File: src/rtl/pc_stack_unit.sv
// rtl/pc_stack_unit.sv - program counter with return-address stack
//
// Purpose: holds the current instruction address. Each enabled edge applies one
// operation: increment, jump, call (push return address) or return (pop it).
// Call and return errors set sticky flags that stay set until ClrErr.
//
// Ports:
//   Clk        in   clock, rising edge
//   Reset_n    in   asynchronous active-low reset
//   En         in   advance enable (0 = hold all state except flag clear)
//   Op         in   2-bit op: 00 INC, 01 JUMP, 10 CALL, 11 RET
//   Target     in   jump/call destination
//   ClrErr     in   synchronous clear of the sticky flags
//   PC         out  current instruction address (registered)
//   Depth      out  number of valid stack entries (registered)
//   Full/Empty out  decode of Depth
//   Overflow   out  sticky: CALL issued while Full
//   Underflow  out  sticky: RET issued while Empty

module pc_stack_unit #(
    parameter int                WIDTH    = 8,
    parameter int                DEPTH    = 4,
    parameter logic [WIDTH-1:0]  RESET_PC = '0
) (
    input  logic                       Clk,
    input  logic                       Reset_n,
    input  logic                       En,
    input  logic [1:0]                 Op,
    input  logic [WIDTH-1:0]           Target,
    input  logic                       ClrErr,
    output logic [WIDTH-1:0]           PC,
    output logic [$clog2(DEPTH):0]     Depth,
    output logic                       Full,
    output logic                       Empty,
    output logic                       Overflow,
    output logic                       Underflow
);

    localparam int AW = $clog2(DEPTH);
    localparam int DW = AW + 1;

    typedef enum logic [1:0] {
        OP_INC  = 2'b00,
        OP_JUMP = 2'b01,
        OP_CALL = 2'b10,
        OP_RET  = 2'b11
    } op_t;

    typedef enum logic {
        ST_RUN = 1'b0,
        ST_ERR = 1'b1
    } state_t;

    state_t             r_state;
    logic [WIDTH-1:0]   r_pc;
    logic [DW-1:0]      r_depth;
    logic               r_overflow;
    logic               r_underflow;
    logic [WIDTH-1:0]   r_stack [DEPTH];

    logic [WIDTH-1:0]   w_pc_inc;
    logic               w_full;
    logic               w_empty;
    logic               w_is_call;
    logic               w_is_ret;
    logic               w_push;
    logic               w_pop;
    logic               w_ovf_evt;
    logic               w_unf_evt;
    logic               w_clear;
    logic               w_ovf_next;
    logic               w_unf_next;
    logic [AW-1:0]      w_push_idx;
    logic [AW-1:0]      w_top_idx;

    assign w_pc_inc   = r_pc + WIDTH'(1);
    assign w_full     = (r_depth == DW'(DEPTH));
    assign w_empty    = (r_depth == '0);
    assign w_is_call  = En && (op_t'(Op) == OP_CALL);
    assign w_is_ret   = En && (op_t'(Op) == OP_RET);
    assign w_push     = w_is_call && !w_full;
    assign w_pop      = w_is_ret  && !w_empty;
    assign w_ovf_evt  = w_is_call && w_full;
    assign w_unf_evt  = w_is_ret  && w_empty;

    // Low bits of Depth address the array; when Full they wrap to 0, so the
    // top-of-stack index (Depth-1) still lands on DEPTH-1.
    assign w_push_idx = r_depth[AW-1:0];
    assign w_top_idx  = r_depth[AW-1:0] - AW'(1);

    // Flags can only be nonzero in ERR, so the clear is gated on that state.
    // A new error on the same edge overrides the clear.
    assign w_clear    = (r_state == ST_ERR) && ClrErr;
    assign w_ovf_next = w_ovf_evt || (r_overflow  && !w_clear);
    assign w_unf_next = w_unf_evt || (r_underflow && !w_clear);

    always_ff @(posedge Clk or negedge Reset_n) begin
        if (!Reset_n) begin
            r_state     <= ST_RUN;
            r_pc        <= RESET_PC;
            r_depth     <= '0;
            r_overflow  <= 1'b0;
            r_underflow <= 1'b0;
        end else begin
            r_overflow  <= w_ovf_next;
            r_underflow <= w_unf_next;
            r_state     <= (w_ovf_next || w_unf_next) ? ST_ERR : ST_RUN;

            if (En) begin
                case (op_t'(Op))
                    OP_INC:  r_pc <= w_pc_inc;
                    OP_JUMP: r_pc <= Target;
                    OP_CALL: begin
                        if (w_push) begin
                            r_pc    <= Target;
                            r_depth <= r_depth + DW'(1);
                        end else begin
                            r_pc    <= w_pc_inc;
                        end
                    end
                    OP_RET: begin
                        if (w_pop) begin
                            r_pc    <= r_stack[w_top_idx];
                            r_depth <= r_depth - DW'(1);
                        end else begin
                            r_pc    <= w_pc_inc;
                        end
                    end
                    default: r_pc <= w_pc_inc;
                endcase
            end
        end
    end

    // Stack contents are never observable after reset, so they carry no reset.
    always_ff @(posedge Clk) begin
        if (w_push) begin
            r_stack[w_push_idx] <= w_pc_inc;
        end
    end

    assign PC        = r_pc;
    assign Depth     = r_depth;
    assign Full      = w_full;
    assign Empty     = w_empty;
    assign Overflow  = r_overflow;
    assign Underflow = r_underflow;

endmodule

File: config.mk
export PLATFORM = sky130hd
export DESIGN_NAME = pc_stack_unit
export DESIGN_NICKNAME = d
export VERILOG_FILES = /design/src/rtl/pc_stack_unit.sv
export SDC_FILE = /design/constraint.sdc
export NUM_CORES = 1
export LEC_CHECK = 0
export CAP_MARGIN = 20
export CORE_AREA = 2 2 74 76
export CTS_CLUSTER_SIZE = 10
export DETAILED_ROUTE_END_ITERATION = 6
export DIE_AREA = 0 0 76 78
export GPL_TIMING_DRIVEN = 0
export HOLD_SLACK_MARGIN = 0.05
export PLACE_DENSITY = 0.8
export SLEW_MARGIN = 5
export SYNTH_ARGS = -nofsm -noshare
export SYNTH_HDL_FRONTEND = slang
export SYNTH_SLANG_ARGS = --single-unit
export TNS_END_PERCENT = 10
File: constraint.sdc
create_clock -name Clk -period 1.95 [get_ports Clk]
set_input_delay 0.195 -clock Clk [delete_from_list [all_inputs] [get_ports Clk]]
set_output_delay 0.195 -clock Clk [all_outputs]
set_load 0.03 [all_outputs]
==> results by group, run 1 <==
Run status
  – Status: complete, no violations

STA
  – Unrepaired setup endpoints after global routing: true
  – Final Max Tran Viols: 0
  – Max Clock Freq: ~0.53 GHz
  – Max_slew headroom: 57.0%
  – Final Cycle Share: 96.4%
  – Final Hold Fails: 0
  – Min Clock Period, post-route: 1.88 ns
  – Final setup fails: 0
  – Hold_ws: 0.285 ns
  – Clk_skew: between 0.007 and 0.008 ns
  – Worst slew pin tran: 0.643 ns
  – Worst setup slack after layout: 0.0701 ns

Global route
  – Largest net degree at the start of global routing: 15
  – Total GRT Usage: 16.4%
  – Global-route wire length before repair: around 7.4 mm
  – GRT overflow: 0
  – Antenna violations before repair: 0
  – Vias in the first global route: 1438

Clocking
  – Clock Path Buffers: 2
  – Sinks on Clock Net: 46
  – Clock root cell: clkbuf_8
  – CTS Buf Count: 5
  – Htree depth: 2
  – TritonCTS clock tree: done
  – Worst-Skew Late Latency: 0.30 ns
  – Worst-path clk slew: ~0.090 ns
  – # hold bufs at CTS: 0

Layout
  – Diode count: 0
  – Fillcell total: 406
  – Fin area: 0.00280 mm2
  – Layout cell share with drive strength beyond 1: 19.0%
  – Nets: 214
  – Area Overhead vs Synth: 26.1%

Synthesis
  – Synth top area share: around 43%
  – Top post-synthesis cells by count: edfxtp_1, dfrtp_1, nand2_1, nor2_1
  – Ranking of synthesized cells by area: edfxtp_1, dfrtp_1, mux4_1
  – Syn Area/Cell: 14.2 um2
  – Post-Syn Instances: roughly 160
  – Synth warn: 0
  – Ys async rst share: between 30% and 40%
  – Yosys reg bits: 46
  – Distinct cell type count after synthesis: 42
  – Synth Flop Type: edfxtp_1
  – EDFF count, synth: 32
  – Post-Syn Area: roughly 0.0022 mm2
  – Register area share after synthesis: 59.2%
  – Cell taking the most area after synthesis: edfxtp_1
  – Syn nets: 176
  – Most frequent cell after synthesis: edfxtp_1

Worst setup path
  – WS Path Type: reg2reg
  – CP startpoint: Depth[0]$_DFFE_PN0P_
  – Largest stage delay on the critical path: ~0.41 ns
  – Crit path max-delay family: simple AND/OR/NAND/NOR gates
  – RR Startpoint: Depth[0]$_DFFE_PN0P_
  – CP bufs+invs: 3
  – Slowest CP cell: dfrtp_2
  – Data required, critical path: 1.95 ns
  – CP Cell Sequence: buf_8 -> clkinvlp_4 -> ha_4 -> and2_1 -> buf_6 -> nor3_4 -> and2_4
  – Worst-path fanout max: 9
  – Worst setup EP type: flop
  – Launching element type of the critical path: flop
  – Arrival @ worst endpoint: ~1.9 ns

Place
  – Gpl congestion: ~0.87
  – Port buffer count: 28
  – HPWL Detailed: 3.19 mm
  – Dpl ws: -0.360 ns
  – Cell Area, Placed: 0.00260 mm2

Drt
  – Final WL: 4.46 mm
  – Avg WL per Cell: 16.8 um
  – # DRC: 0
  – DR vias: around 1.4k
  – DR vias/cell: roughly 5.4
  – Antenna-violating nets left: 0
  – Drt pass-1 iters: 4
  – Iter 0 DRT Violations: 80

Job
  – MaxCap Viol Count: 0

Pwr
  – Pleak: 1.01 nW
  – VDD IR-drop max: ~0.57 mV
  – Cell Pwr Density: about 1400 mW/mm2
  – Total power: 0.00388 W

Floorplan
  – Chip width: 76 um
  – Die height: 78 um
  – Initial Util: 43.9%
  – Full die area: 0.00593 mm2
  – Core Area: slightly above 0.005 mm2
  – Site row count: 26
  – I/O Pins: 29

Worst hold path
  – Min-delay worst type: in2async
power by group:
group          switching (W)  total, W  internal [W]
sequential          0.000143   0.00143       0.00128
clock               0.000316  0.000698      0.000382
combinational       0.000931   0.00176      0.000825
total                0.00139   0.00388       0.00249
final timing paths:
path / endpoint / slack, ns / cells past startpoint
hold reg to reg: Underflow$_DFF_PN0_ / 0.54 / 1
setup reg to reg: r_stack[3][5]$_DFFE_PP_ / 0.07 / 7
hold / removal: Depth[1]$_DFFE_PN0P_ / 0.29 / 1
setup / recovery: r_stack[3][5]$_DFFE_PP_ / 0.07 / 7
max in group asynchronous: Depth[0]$_DFFE_PN0P_ / 1.22 / 1
min in group Clk: PC[7]$_DFFE_PN0P_ / 0.52 / 3
cell type report:
class                   instances  area, um2  share of cell area (%)
inverters                       5       22.5                   0.806
clock buffers                   6       72.6                    2.60
flip-flops and latches         46       1310                    47.0
multi-input cells              98        912                    32.6
repair buffers                 32        300                    10.7
clock inverters                 2       37.5                    1.34
well taps                      70       87.6                    3.13
plain buffers                   6       50.0                    1.79
state kept, by name (all words and copies together) (netlist names):
register   flops
Overflow       1
r_stack       32
r_state        1
Depth          3
PC             8
Underflow      1
through the flow:
| step | setup TNS (ns) | instances | utilization [%] |
|---|---|---|---|
| 2_1_floorplan | -2.29 | 156 | - |
| 3_3_place_gp | -6.25 | 254 | 51.6 |
| 3_5_place_dp | -8.90 | 254 | 51.6 |
| 4_1_cts | 0 | 263 | 54.7 |
| 5_1_grt | -0.0247 | 265 | 55.4 |
| 6_report | 0 | 265 | 55.4 |
worst register-to-register path, cell delays in order, from the launching register on:
cell and delay (ns):
dfrtp_2 0.41, buf_8 0.16, clkinvlp_4 0.12, ha_4 0.20, and2_1 0.15, buf_6 0.14
nor3_4 0.15, and2_4 0.26
metal layers:
metal  routed length, um  global-route usage [%]
met2                2230                    26.8
met3                 268                    3.60
met4                  74                    6.91
met5                   0                       0
met1                1880                    21.4
layout by cell type, fill, tap and decap left out, types with 4 or more instances in the layout:
master            n
edfxtp_1         32
a31oi_1           4
buf_4             4
and2_4            4
mux4_1            7
clkdlybuf4s50_1  26
xnor2_1           5
nand2_1          10
clkbuf_8          5
a21oi_1           5
a22oi_1           4
dfrtp_1          13
nor2_1            8
ha_1              4
or2_2             4
o21ai_0           6
what timing repair did:
item | CTS | global route
pin swaps | 1 | 7
gates cloned | 0 | 0
setup endpoints to repair | 42 | 32
buffers inserted | 2 | 2
resized for setup | 14 | 11
logic make-up after synthesis:
family,Yosys count,share of synthesized area [%]
buffers and inverters,12,2.82
muxes,10,10.2
xor gates and xnor gates,7,2.77
AOI/OAI and AO/OA,34,11.6
DFF,46,59.2
adders and majority gates,6,3.73
and+or+nand+nor,41,9.71
Power figures use the tool's default switching activity.
==> run 2, diff against run 1 <==
Settings changed: CORE_AREA 2 2 74 76 to 2 2 87 64, DIE_AREA 0 0 76 78 to 0 0 89 66, PLACE_DENSITY 0.8 to 0.73.
==> run 2 against run 1 <==
Net effect: final area shrank 0.72%; sequential power hardly changed; core utilization fell by 0.64 points; wire length is 2.7% lower; clock skew fell by 0.0016 ns; register-to-register slack better by 0.05 ns; first-iteration DRC count is 20% higher; global-route usage shrank 0.085 points.
==> results by group, run 2 (synthesis results as in run 1) <==
Clocking
  – CTS Buf Count: 5 (unchanged)
  – Sinks on Clock Net: 46 (unchanged)
  – Clock Path Buffers: 2 (unchanged)
  – Htree depth: 2 (unchanged)
  – # hold bufs at CTS: 0 (unchanged)
  – TritonCTS clock tree: done (unchanged)
  – Worst-Skew Late Latency: 0.30 ns (about the same)
  – Clock root cell: clkbuf_8 (unchanged)
  – Worst-path clk slew: 0.10 ns (was 0.09 ns)

Drt
  – DR vias/cell: 5.29 (was 5.41)
  – Drt pass-1 iters: 4 (unchanged)
  – DR vias: 1417 (was 1433)
  – Final WL: 4.34 mm (was 4.46 mm)
  – Iter 0 DRT Violations: 96 (was 80)
  – Avg WL per Cell: 16.2 um (was 16.8 um)
  – # DRC: 0 (unchanged)
  – Antenna-violating nets left: 0 (unchanged)

Worst setup path
  – Launching element type of the critical path: flop (unchanged)
  – Arrival @ worst endpoint: 1.68 ns (was 1.88 ns)
  – Slowest CP cell: dfrtp_2 (unchanged)
  – Largest stage delay on the critical path: 0.44 ns (was 0.41 ns)
  – WS Path Type: reg2out (was reg2reg)
  – Crit path max-delay family: buffers and inverters (was simple AND/OR/NAND/NOR gates)
  – Worst-path fanout max: 6 (was 9)
  – CP Cell Sequence: buf_8 -> clkinvlp_4 -> ha_4 -> and2_1 -> buf_6 -> clkdlybuf4s15_2 (was buf_8 -> clkinvlp_4 -> ha_4 -> and2_1 -> buf_6 -> nor3_4 -> and2_4)
  – Worst setup EP type: primary output (was flop)
  – CP bufs+invs: 4 (was 3)
  – Data required, critical path: 1.75 ns (was 1.95 ns)

Worst hold path
  – Min-delay worst type: in2async (unchanged)

Layout
  – Most common cell after layout, fill and taps aside: edfxtp_1 (unchanged)
  – Diode count: 0 (unchanged)
  – Commonest cells after routing, fill and taps aside: edfxtp_1, clkdlybuf4s50_1, dfrtp_1, nand2_1, nor2_1 (unchanged)
  – Area Overhead vs Synth: 25.2% (was 26.1%)
  – Fillcell total: 459 (was 406)
  – Multi-input logic area: 893 um2 (was 912 um2)
  – Biggest register: r_stack (unchanged)
  – Non-filler cells, final: 268 (was 265)
  – Largest register FFs: 32 (unchanged)
  – Register area: 0.00131 mm2 (unchanged)
  – Layout cell share with drive strength beyond 1: 19.9% (was 19.0%)
  – Post-layout util: 54.8% (was 55.4%)
  – Nets: 215 (was 214)

Pwr
  – P_int: 0.00238 W (was 0.00249 W)
  – Logic pwr share: 46.6% (was 45.3%)
  – VDD IR-drop max: 0.605 mV (was 0.571 mV)
  – Cell Pwr Density: 1370 mW/mm2 (was 1390 mW/mm2)
  – Switching Share: 37.3% (was 35.8%)
  – Seq pwr share: 37.3% (was 36.7%)
  – Clock Power Share: 16.1% (was 18.0%)
  – P_sw: 0.00142 W (was 0.00139 W)
  – Pleak: 1.00 nW (was 1.01 nW)

STA
  – Max_slew headroom: 57.4% (was 57.0%)
  – Final setup fails: 0 (unchanged)
  – Min Clock Period, post-route: 1.87 ns (was 1.88 ns)
  – Worst setup slack after layout: 0.0773 ns (was 0.0701 ns)
  – Hold_ws: 0.275 ns (was 0.285 ns)
  – Final Cycle Share: 96.0% (was 96.4%)
  – Unrepaired setup endpoints after global routing: false (was true)
  – Max Clock Freq: 0.534 GHz (was 0.532 GHz)
  – Final Max Tran Viols: 0 (unchanged)
  – Final Hold Fails: 0 (unchanged)
  – Worst slew pin tran: 0.637 ns (was 0.643 ns)
  – Clk_skew: 0.00627 ns (was 0.00789 ns)

Floorplan
  – Initial Util: 43.7% (was 43.9%)
  – Site row count: 22 (was 26)
  – Die height: 66 um (was 78 um)
  – Core Area: 0.00506 mm2 (was 0.00504 mm2)
  – Full die area: 0.00587 mm2 (was 0.00593 mm2)
  – I/O Pins: 29 (unchanged)
  – Chip width: 89 um (was 76 um)

Global route
  – Antenna violations before repair: 0 (unchanged)
  – Total GRT Usage: 16.3% (was 16.4%)
  – Vias in the first global route: 1323 (was 1438)
  – GRT overflow: 0 (unchanged)
  – Global-route wire length before repair: 6.94 mm (was 7.43 mm)
  – Largest net degree at the start of global routing: 17 (was 15)

Place
  – Port buffer count: 28 (unchanged)
  – Dpl ws: -0.363 ns (was -0.360 ns)
  – Cell count after placement: 256 (was 254)
  – Gpl congestion: 0.851 (was 0.867)
  – HPWL Detailed: 3.14 mm (was 3.19 mm)

Job
  – MaxCap Viol Count: 0 (unchanged)

Run status
  – Status: complete, no violations (unchanged)
==> run 2: cell type report <==
class,instances,share of cell area (%)
plain buffers,6,1.58
clock buffers,5,2.48
clock inverters,3,0.902
inverters,5,0.812
multi-input cells,98,32.2
flip-flops and latches,46,47.3
well taps,72,3.25
repair buffers,33,11.5
==> run 2: final timing paths <==
check,cells after the start,end,startpoint,slack (ns)
max,6,Full,Depth[0]$_DFFE_PN0P_,0.08
min,1,Underflow$_DFF_PN0_,Reset_n,0.28
max reg2reg,6,PC[4]$_DFFE_PN0P_,Depth[0]$_DFFE_PN0P_,0.12
min reg2reg,1,Underflow$_DFF_PN0_,Underflow$_DFF_PN0_,0.53
max in group asynchronous,1,Depth[0]$_DFFE_PN0P_,Reset_n,1.23
min in group Clk,3,PC[7]$_DFFE_PN0P_,Target[7],0.52
==> run 2: power by group through the flow <==
stage	logic (W)	clock network [W]	registers, W
detailed placement	0.00157	0	0.00144
global route	0.00191	0.000660	0.00144
floorplan	0.000886	0	0.00161
finish	0.00177	0.000613	0.00142
global placement	0.00156	0	0.00143
CTS	0.00171	0.000616	0.00142
==> run 2: routing by layer <==
layer | GRT usage (%) | vias up | wire (um)
met1 | 25.5 | 686 | 2160
met4 | 4.48 | 0 | 23
met2 | 21.8 | 43 | 1870
met5 | 0 | - | 0
li1 | - | 685 | -
met3 | 4.87 | 3 | 281
==> run 2: timing repair <==
item	in CTS	in global routing
endpoints found under the setup margin	42	41
resized for setup	12	7
setup buffers	3	2
pin swaps	2	3
hold endpoints to repair	0	0
==> run 2: stage by stage <==
stage | power [W] | setup TNS (ns) | cell area (um2)
final | 0.00380 | 0 | 2780
after global routing | 0.00401 | 0 | 2780
after CTS | 0.00374 | -0.792 | 2740
after detailed placement | 0.00301 | -7.28 | 2600
after global placement | 0.00299 | -6.80 | 2600
after floorplan | 0.00249 | -2.29 | 2230
